--- config.mk ---
export PLATFORM = sky130hd
export DESIGN_NAME = execute
export DESIGN_NICKNAME = d
export VERILOG_FILES = /design/src/rtl/execute_pkg.sv /design/src/rtl/execute_alu.sv /design/src/rtl/execute.sv
export SDC_FILE = /design/constraint.sdc
export NUM_CORES = 1
export LEC_CHECK = 0
export ABC_AREA = 1
export CORE_MARGIN = 5
export CORE_UTILIZATION = 45
export CTS_BUF_LIST = sky130_fd_sc_hd__clkbuf_4 sky130_fd_sc_hd__clkbuf_8 sky130_fd_sc_hd__clkbuf_16
export DETAILED_ROUTE_END_ITERATION = 16
export GPL_ROUTABILITY_DRIVEN = 1
export PLACE_DENSITY_LB_ADDON = 0.08
export SETUP_SLACK_MARGIN = 0.3
export SYNTH_ARGS = -nofsm -noshare
export SYNTH_HDL_FRONTEND = slang
export SYNTH_SLANG_ARGS = --single-unit
--- constraint.sdc ---
create_clock -name clk -period 2.76 [get_ports clk]
set_input_delay 0.276 -clock clk [delete_from_list [all_inputs] [get_ports clk]]
set_output_delay 0.276 -clock clk [all_outputs]
set_load 0.005 [all_outputs]
--- src/rtl/execute_pkg.sv ---
// Shared execute-stage definitions: ALU operation encodings (also used by control) and datapath width.
package execute_pkg;

   localparam int EXEC_WIDTH = 16;

   typedef enum logic [1:0] {
      ALU_ADD = 2'b00,
      ALU_SUB = 2'b01,
      ALU_AND = 2'b10,
      ALU_OR  = 2'b11
   } aluOp_e;

endpackage

--- src/rtl/execute_alu.sv ---
// Combinational ALU: ADD/SUB/AND/OR with modulo-2^WIDTH arithmetic and a zero flag.
// Latency 0; no handshake, so no backpressure.
module alu
   import execute_pkg::*;
#(
   parameter int WIDTH = EXEC_WIDTH
) (
   input  logic [WIDTH-1:0] a,
   input  logic [WIDTH-1:0] b,
   input  logic [1:0]       aluOp,
   output logic [WIDTH-1:0] result,
   output logic             zero
);

   // Carry-out and overflow are intentionally dropped; results simply wrap.
   always_comb begin
      result = '0;
      case (aluOp_e'(aluOp))
         ALU_ADD: result = a + b;
         ALU_SUB: result = a - b;
         ALU_AND: result = a & b;
         ALU_OR:  result = a | b;
      endcase
   end

   assign zero = (result == '0);

endmodule

--- src/rtl/execute.sv ---
// Execute stage: operand-B select, ALU, registered result and zero flag.
// Latency 1 cycle; one op per cycle, no stall input and no backpressure.
module execute
   import execute_pkg::*;
#(
   parameter int WIDTH = EXEC_WIDTH
) (
   input  logic             clk,
   input  logic             rst,
   input  logic [WIDTH-1:0] readData1,
   input  logic [WIDTH-1:0] readData2,
   input  logic [WIDTH-1:0] instant,
   input  logic             aluSrc,
   input  logic [1:0]       aluOp,
   output logic [WIDTH-1:0] aluOut,
   output logic             zero
);

   logic [WIDTH-1:0] operandB;
   logic [WIDTH-1:0] aluResult;
   logic             aluZero;

   assign operandB = aluSrc ? instant : readData2;

   alu #(
      .WIDTH (WIDTH)
   ) uAlu (
      .a      (readData1),
      .b      (operandB),
      .aluOp  (aluOp),
      .result (aluResult),
      .zero   (aluZero)
   );

   // Reset leaves zero set so the flag stays consistent with a cleared result.
   always_ff @(posedge clk) begin
      if (rst) begin
         aluOut <= '0;
         zero   <= 1'b1;
      end else begin
         aluOut <= aluResult;
         zero   <= aluZero;
      end
   end

endmodule

==> impl_results.md, run 1 <==
- Routed Antenna Nets: 0
- Drt total wl: 10300 um
- Syn nets: 542
- Worst Hold Path Cells: 4
- Failing checks: setup timing
- Largest net degree at the start of global routing: 19
- Synthesized area: 2640 um2
- CTS Buf Count: 3
- Max transition margin: 58.4%
- I/O pins: 70
- Leading cell type in the layout, fill and taps excluded: nand2_1
- Inserted Diodes: 0
- Gr ovfl total: 0
- Synth Instances: 470
- Vias/cell: 5.18
- Max Clock Freq: 0.338 GHz
- Count of final setup violators: 6
- Final Hold Viols: 0
- Initial antenna violation count: 0
- Synth Warn #: 0
- Placed Cells: 679
- Starting DRT DRC Count: 247
- Post-route design area: 4700 um2
- # hold bufs at CTS: 0
- Vias in the first global route: 3337
- Fillers: 448
- Seq/Total Area, Yosys: 12.9%
- Status: complete, but fails checks
- Final non-filler cell total: 716
- Hold Path End: aluOut[14]$_SDFF_PP0_
- Die ar.: 7500 um2
- Crit Path Class: in -> reg
- Drt pass-1 iters: 5
- Data required, critical path: 2.91 ns
- Critical path peak fanout: 5
- CORE AREA: 5820 um2
- Post-layout util: 80.8%
- Rows: 28
- Die height: 86.6 um
- DRC Markers: 0
- Hold path start: aluOp[1]
- RSZ-0062 raised after global routing: true
- Distinct cells, synth: 38
- Cell family with most CP delay: simple AND/OR/NAND/NOR gates
- Avg WL per Cell: 14.3 um
- CTS tree: done
- Root Buffer Master: clkbuf_8
- Area of the multi-input gates: 2310 um2
- Critical Path Sink Type: flip-flop
- GR Util All Layers: 24.4%
- FF/Latch Area: 340 um2
- Top Metal Used: met4
- Final worst slack: -0.195 ns
- Final worst-path cycle share: 107%
- Commonest non-fill, non-tap cells in the layout: nand2_1 (122), buf_4 (94), inv_1 (71)
- Number of synthesized register bits: 17
- Critical Path Most Common Cell: nand2_1
- Port buffer count: 69
- Largest cells by area after synthesis: nand2_1 (21%), dfxtp_1 (13%), inv_1 (12%)
- Worst Tran Pin Value: 0.622 ns
- Vias: 3710
- Max IR drop VDD: 0.320 mV
- Area delta synth->final: 77.8%
- Critical path buffers and inverters: 6
- Crit path largest cell delay: 0.44 ns
- Cell taking the most area after synthesis: nand2_1
- Share of layout cells above drive strength 1: 36.2%
- CP max-delay cell: o41ai_4
- CP Launch Type: input port
- Avg Cell Area, Syn: 5.62 um2
- Fin. max-slew vios: 0
- WL met2: 5260 um
- Nets@finish: 714
- Max clock buf depth: 2
- First-pass GRT wire length: 14700 um
- Leakage: 2.45 nW
- Placer Congestion: 0.922
- WP data arrival: 3.11 ns
- Clk slew on worst S/H paths: 0.07 ns
- HP Class: in -> reg
- CTS sink count: 17
- Max cap viols: 0
- Met3 wire len: 630 um
- Dpl hpwl: 7490 um
- Die width: 86.6 um
- Power Dens Cells: 371 nW/um2
- CP Cell Sequence: buf_6 > buf_12 > buf_8 > nand2_4 > nand2_4 > inv_4 > ha_4 > nand3_4 > o41ai_4 > nand2_1 > xor2_1 > ha_2 > inv_2 > buf_4 > nor3_2 > nand2_1 > nand3_1 > xor2_1 > nand2_1 > nand2_1 > nor2_2 > nand2_1 > nand2_1
- Initial core utilization: 45.4%
- # H-tree levels: 1
- Post-route met1 wirelength: 3940 um
- Post-synth top area share: 21.3%
- Area of placed instances: 3960 um2
- Min cycle time layout: 2.95 ns
-- registers in the layout, summed over array words and instances (netlist names) --
register and cells:
aluOut 16, zero 1
-- power by group --
part | total (mW) | internal [mW] | switching (mW)
clock | 0.188 | 0.100 | 0.0873
combinational | 1.27 | 0.626 | 0.648
sequential | 0.283 | 0.275 | 0.00820
total | 1.74 | 1.00 | 0.743
-- worst min-delay path: stages --
cell and delay [ns]:
dlygate4sd2_1 0.27, buf_4 0.17, nand2_1 0.10, a21oi_1 0.07
-- timing repair --
action / CTS / global route
pin swaps: 56 / 31
hold endpoints to repair: 0 / 0
setup endpoints to repair: 16 / 14
resized for setup: 80 / 59
buffers inserted: 21 / 12
-- logic make-up after synthesis --
group / share of synthesized area (%)
AOI/OAI and AO/OA: 11.6
xor gates and xnor gates: 4.64
adders and majority gates: 10.5
buffers and inverters: 16.2
DFF: 12.9
and+or+nand+nor: 44.1
-- worst max-delay path by stage --
stage | from | endpoint | slack, ns | cells past startpoint
after global placement | aluSrc | zero$_SDFF_PP1_ | -0.74 | 23
final | aluSrc | zero$_SDFF_PP1_ | -0.19 | 23
after detailed placement | aluSrc | zero$_SDFF_PP1_ | -0.76 | 23
after floorplan | aluSrc | zero$_SDFF_PP1_ | 0.05 | 24
after CTS | aluSrc | zero$_SDFF_PP1_ | -0.20 | 23
after global routing | instant[6] | zero$_SDFF_PP1_ | -0.46 | 23
-- cell usage after synthesis --
library cell  number
nand2_1          150
inv_1             83
nor2_1            41
nand3_1           37
a21oi_1           26
ha_1              18
o21ai_0           18
dfxtp_1           17
nand2_2           14
xor2_1            12
nand4_1            7
nor3_1             5
nand3_2            4
buf_4              3
inv_2              3
nor2_2             3
o21bai_1           3
buf_6              2
clkbuf_1           2
maj3_2             2
nand2_4            2
xnor2_1            2
a21boi_0           1
a21o_1             1
a31oi_1            1
and2_1             1
and3_1             1
buf_12             1
buf_2              1
bufinv_8           1
fa_1               1
inv_8              1
maj3_1             1
nor3b_1            1
o211ai_1           1
o31ai_1            1
o41ai_4            1
or2_1              1
-- final cells by class --
type	count	area share [%]
Clock buffer	3	0.879
Multi-Input combinational cell	356	49.1
Clock inverter	1	0.106
Timing Repair Buffer	176	33.0
Tap cell	75	2.00
Inverter	88	7.64
Sequential cell	17	7.24
-- metal layers --
| metal | vias to the layer above | track usage (%) |
|---|---|---|
| met2 | 162 | 45.1 |
| met4 | 0 | 10.5 |
| met5 | - | 0 |
| li1 | 1804 | - |
| met1 | 1705 | 28.7 |
| met3 | 39 | 1.90 |
-- stage by stage --
step                      hold slack, ns  power, mW  TNS [ns]  setup slack (ns)
after floorplan                    0.345      0.810         0            0.0455
after global placement             0.983       1.23     -5.76            -0.739
after detailed placement           0.986       1.24     -6.62            -0.763
after CTS                          0.686       1.55    -0.380            -0.204
after global routing               0.711       1.86     -2.15            -0.457
final                              0.680       1.74    -0.606            -0.195
No activity file was read; power rests on OpenSTA's default activity.
==> run 2: changes to the inputs <==
- CORE_MARGIN: 5 -> not set
- PLACE_DENSITY: not set -> 0.74
- PLACE_DENSITY_LB_ADDON: 0.08 -> not set
==> impl_results.md, run 2 (same netlist as run 1, synthesis figures left out) <==
- Max IR drop VDD: 0.424 mV
- Die ar.: 6180 um2
- Area delta synth->final: 67.0%
- Clk slew on worst S/H paths: 0.06 ns
- Net Switching: 0.663 mW
- # hold bufs at CTS: 0
- Biggest register: aluOut
- Critical path peak fanout: 7
- Routed Antenna Nets: 0
- Leakage: 2.33 nW
- Max transition margin: 64.0%
- Port buffer count: 69
- Min cycle time layout: 2.87 ns
- Share of layout cells above drive strength 1: 32.4%
- HP Class: in -> reg
- Sequential share of power: 17.8%
- Final non-filler cell total: 690
- DRC Markers: 0
- GR Util met3: 3.26%
- Drt total wl: 8940 um
- Switch share: 41.8%
- Data required, critical path: 2.90 ns
- Leading cell type in the layout, fill and taps excluded: nand2_1
- Initial antenna violation count: 0
- CORE AREA: 5570 um2
- First-pass GRT wire length: 14400 um
- Starting DRT DRC Count: 180
- Vias/cell: 4.92
- Placer Congestion: 0.921
- Design Power: 1.59 mW
- RSZ-0062 raised after global routing: true
- Gate power share: 70.4%
- CTS tree: done
- Status: complete, but fails checks
- Failing checks: setup timing
- Vias: 3397
- Biggest regs: aluOut (16), zero (1)
- Max clock buf depth: 2
- GRT met2 Usage: 53.0%
- Gr ovfl total: 0
- I/O pins: 70
- Final Hold Viols: 0
- Commonest non-fill, non-tap cells in the layout: nand2_1 (122), buf_4 (79), inv_1 (75)
- Critical Path Sink Type: flip-flop
- Power Dens Cells: 360 nW/um2
- Max cap viols: 0
- Vias in the first global route: 3303
- Max reg flops: 16
- Fin. max-slew vios: 0
- Die width: 78.6 um
- Drt pass-1 iters: 4
- Rows: 27
- Final worst slack: -0.111 ns
- Nets@finish: 691
- Root Buffer Master: clkbuf_8
- GR Layer Usage met1: 34.4%
- WP data arrival: 3.01 ns
- # H-tree levels: 1
- Largest net degree at the start of global routing: 24
- Initial core utilization: 47.4%
- CP Launch Type: input port
- GRT Max-Usage Layer: met2
- CTS Buf Count: 3
- Placed Cells: 666
- Dpl hpwl: 6960 um
- Crit Path Class: in -> reg
- Max Clock Freq: 0.348 GHz
- GR Util All Layers: 29.2%
- Die height: 78.6 um
- Internal Power: 0.925 mW
- Clock power frac: 11.8%
- Hold_ws: 0.869 ns
- Worst Tran Pin Value: 0.538 ns
- Avg WL per Cell: 13.0 um
- Count of final setup violators: 2
- Final worst-path cycle share: 104%
- CTS sink count: 17
- Inserted Diodes: 0
run 2: cell count changes in the layout (fill, tap and decap cells not counted), sizes merged:
cell / change
clkinv: -1
clkdlybuf4s15: +4
inv: +1
buf: -24
clkdlybuf4s50: -4
clkbuf: +1
run 2: layout make-up:
type | count | area (um2)
repair inverters | 1 | 11.3
inverters | 88 | 359
multi-input cells | 356 | 2240
repair buffers | 152 | 1320
well taps | 72 | 90.1
fillers | 442 | 1160
clock buffers | 4 | 48.8
flip-flops and latches | 17 | 340
run 2: what timing repair did:
item                                    in CTS  in global routing
endpoints found under the setup margin      16                 13
pin swaps                                   48                 39
gates resized for setup                     67                 54
hold endpoints to repair                     0                  0
gates cloned                                 1                  0
setup buffers                               15                  4
run 2: per-stage QoR:
| step | util (%) | TNS [ns] | worst slack (ns) | instance area (um2) |
|---|---|---|---|---|
| after floorplan | - | 0 | 0.0455 | 2700 |
| after global placement | 69.7 | -5.74 | -0.707 | 3880 |
| after detailed placement | 69.7 | -6.41 | -0.762 | 3880 |
| after CTS | 75.2 | -0.0870 | -0.0870 | 4190 |
| after global routing | 79.2 | -0.963 | -0.262 | 4410 |
| final | 79.2 | -0.121 | -0.111 | 4410 |
run 2: metal layers:
layer  vias to the layer above  part of all wire (%)
li1                       1754                     -
met3                        21                   5.5
met2                       112                    50
met5                         -                     0
met1                      1510                    42
met4                         0                   2.6
run 2: worst paths after layout:
path	startpoint	endpoint	slack [ns]	depth (start not counted)
hold / removal	readData1[14]	aluOut[14]$_SDFF_PP0_	0.87	5
setup / recovery	aluSrc	zero$_SDFF_PP1_	-0.11	25
run 2: critical path, cell delays in order:
cell	delay, ns
buf_6	0.10
buf_12	0.14
inv_12	0.06
nand2_2	0.05
nand2_2	0.08
ha_4	0.15
nand3_4	0.10
buf_4	0.15
nor3b_2	0.16
nor2_1	0.08
xor2_1	0.16
ha_1	0.37
nand2_2	0.11
buf_4	0.16
nor2_4	0.09
nand3_2	0.11
nand3_2	0.08
nand2_1	0.06
nand3_1	0.08
xor2_1	0.14
nand2_1	0.08
nand2_1	0.07
nor2_1	0.04
nand2_1	0.05
nand2_1	0.04
run 2: power groups by stage:
stage	clock (mW)	sequential (mW)	combinational, mW
CTS	0.191	0.284	1.00
detailed placement	0	0.289	0.925
floorplan	0	0.292	0.518
global placement	0	0.288	0.913
global route	0.199	0.285	1.23
finish	0.188	0.283	1.12
==> run 3: changes to the inputs <==
--- a/config.mk
+++ b/config.mk
@@ -14,2 +14,3 @@
 export SETUP_SLACK_MARGIN = 0.3
+export SLEW_MARGIN = 15
 export SYNTH_ARGS = -nofsm -noshare
--- a/constraint.sdc
+++ b/constraint.sdc
@@ -3,2 +3,2 @@
 set_output_delay 0.276 -clock clk [all_outputs]
-set_load 0.005 [all_outputs]
+set_load 0.05 [all_outputs]
==> results of run 3 <==
The final DEF is identical to that of run 2. Status: complete, but fails checks: setup timing.
Among the figures that moved: total power 1.59 mW -> 1.69 mW; worst IR drop on VDD 0.424 mV -> 0.447 mV
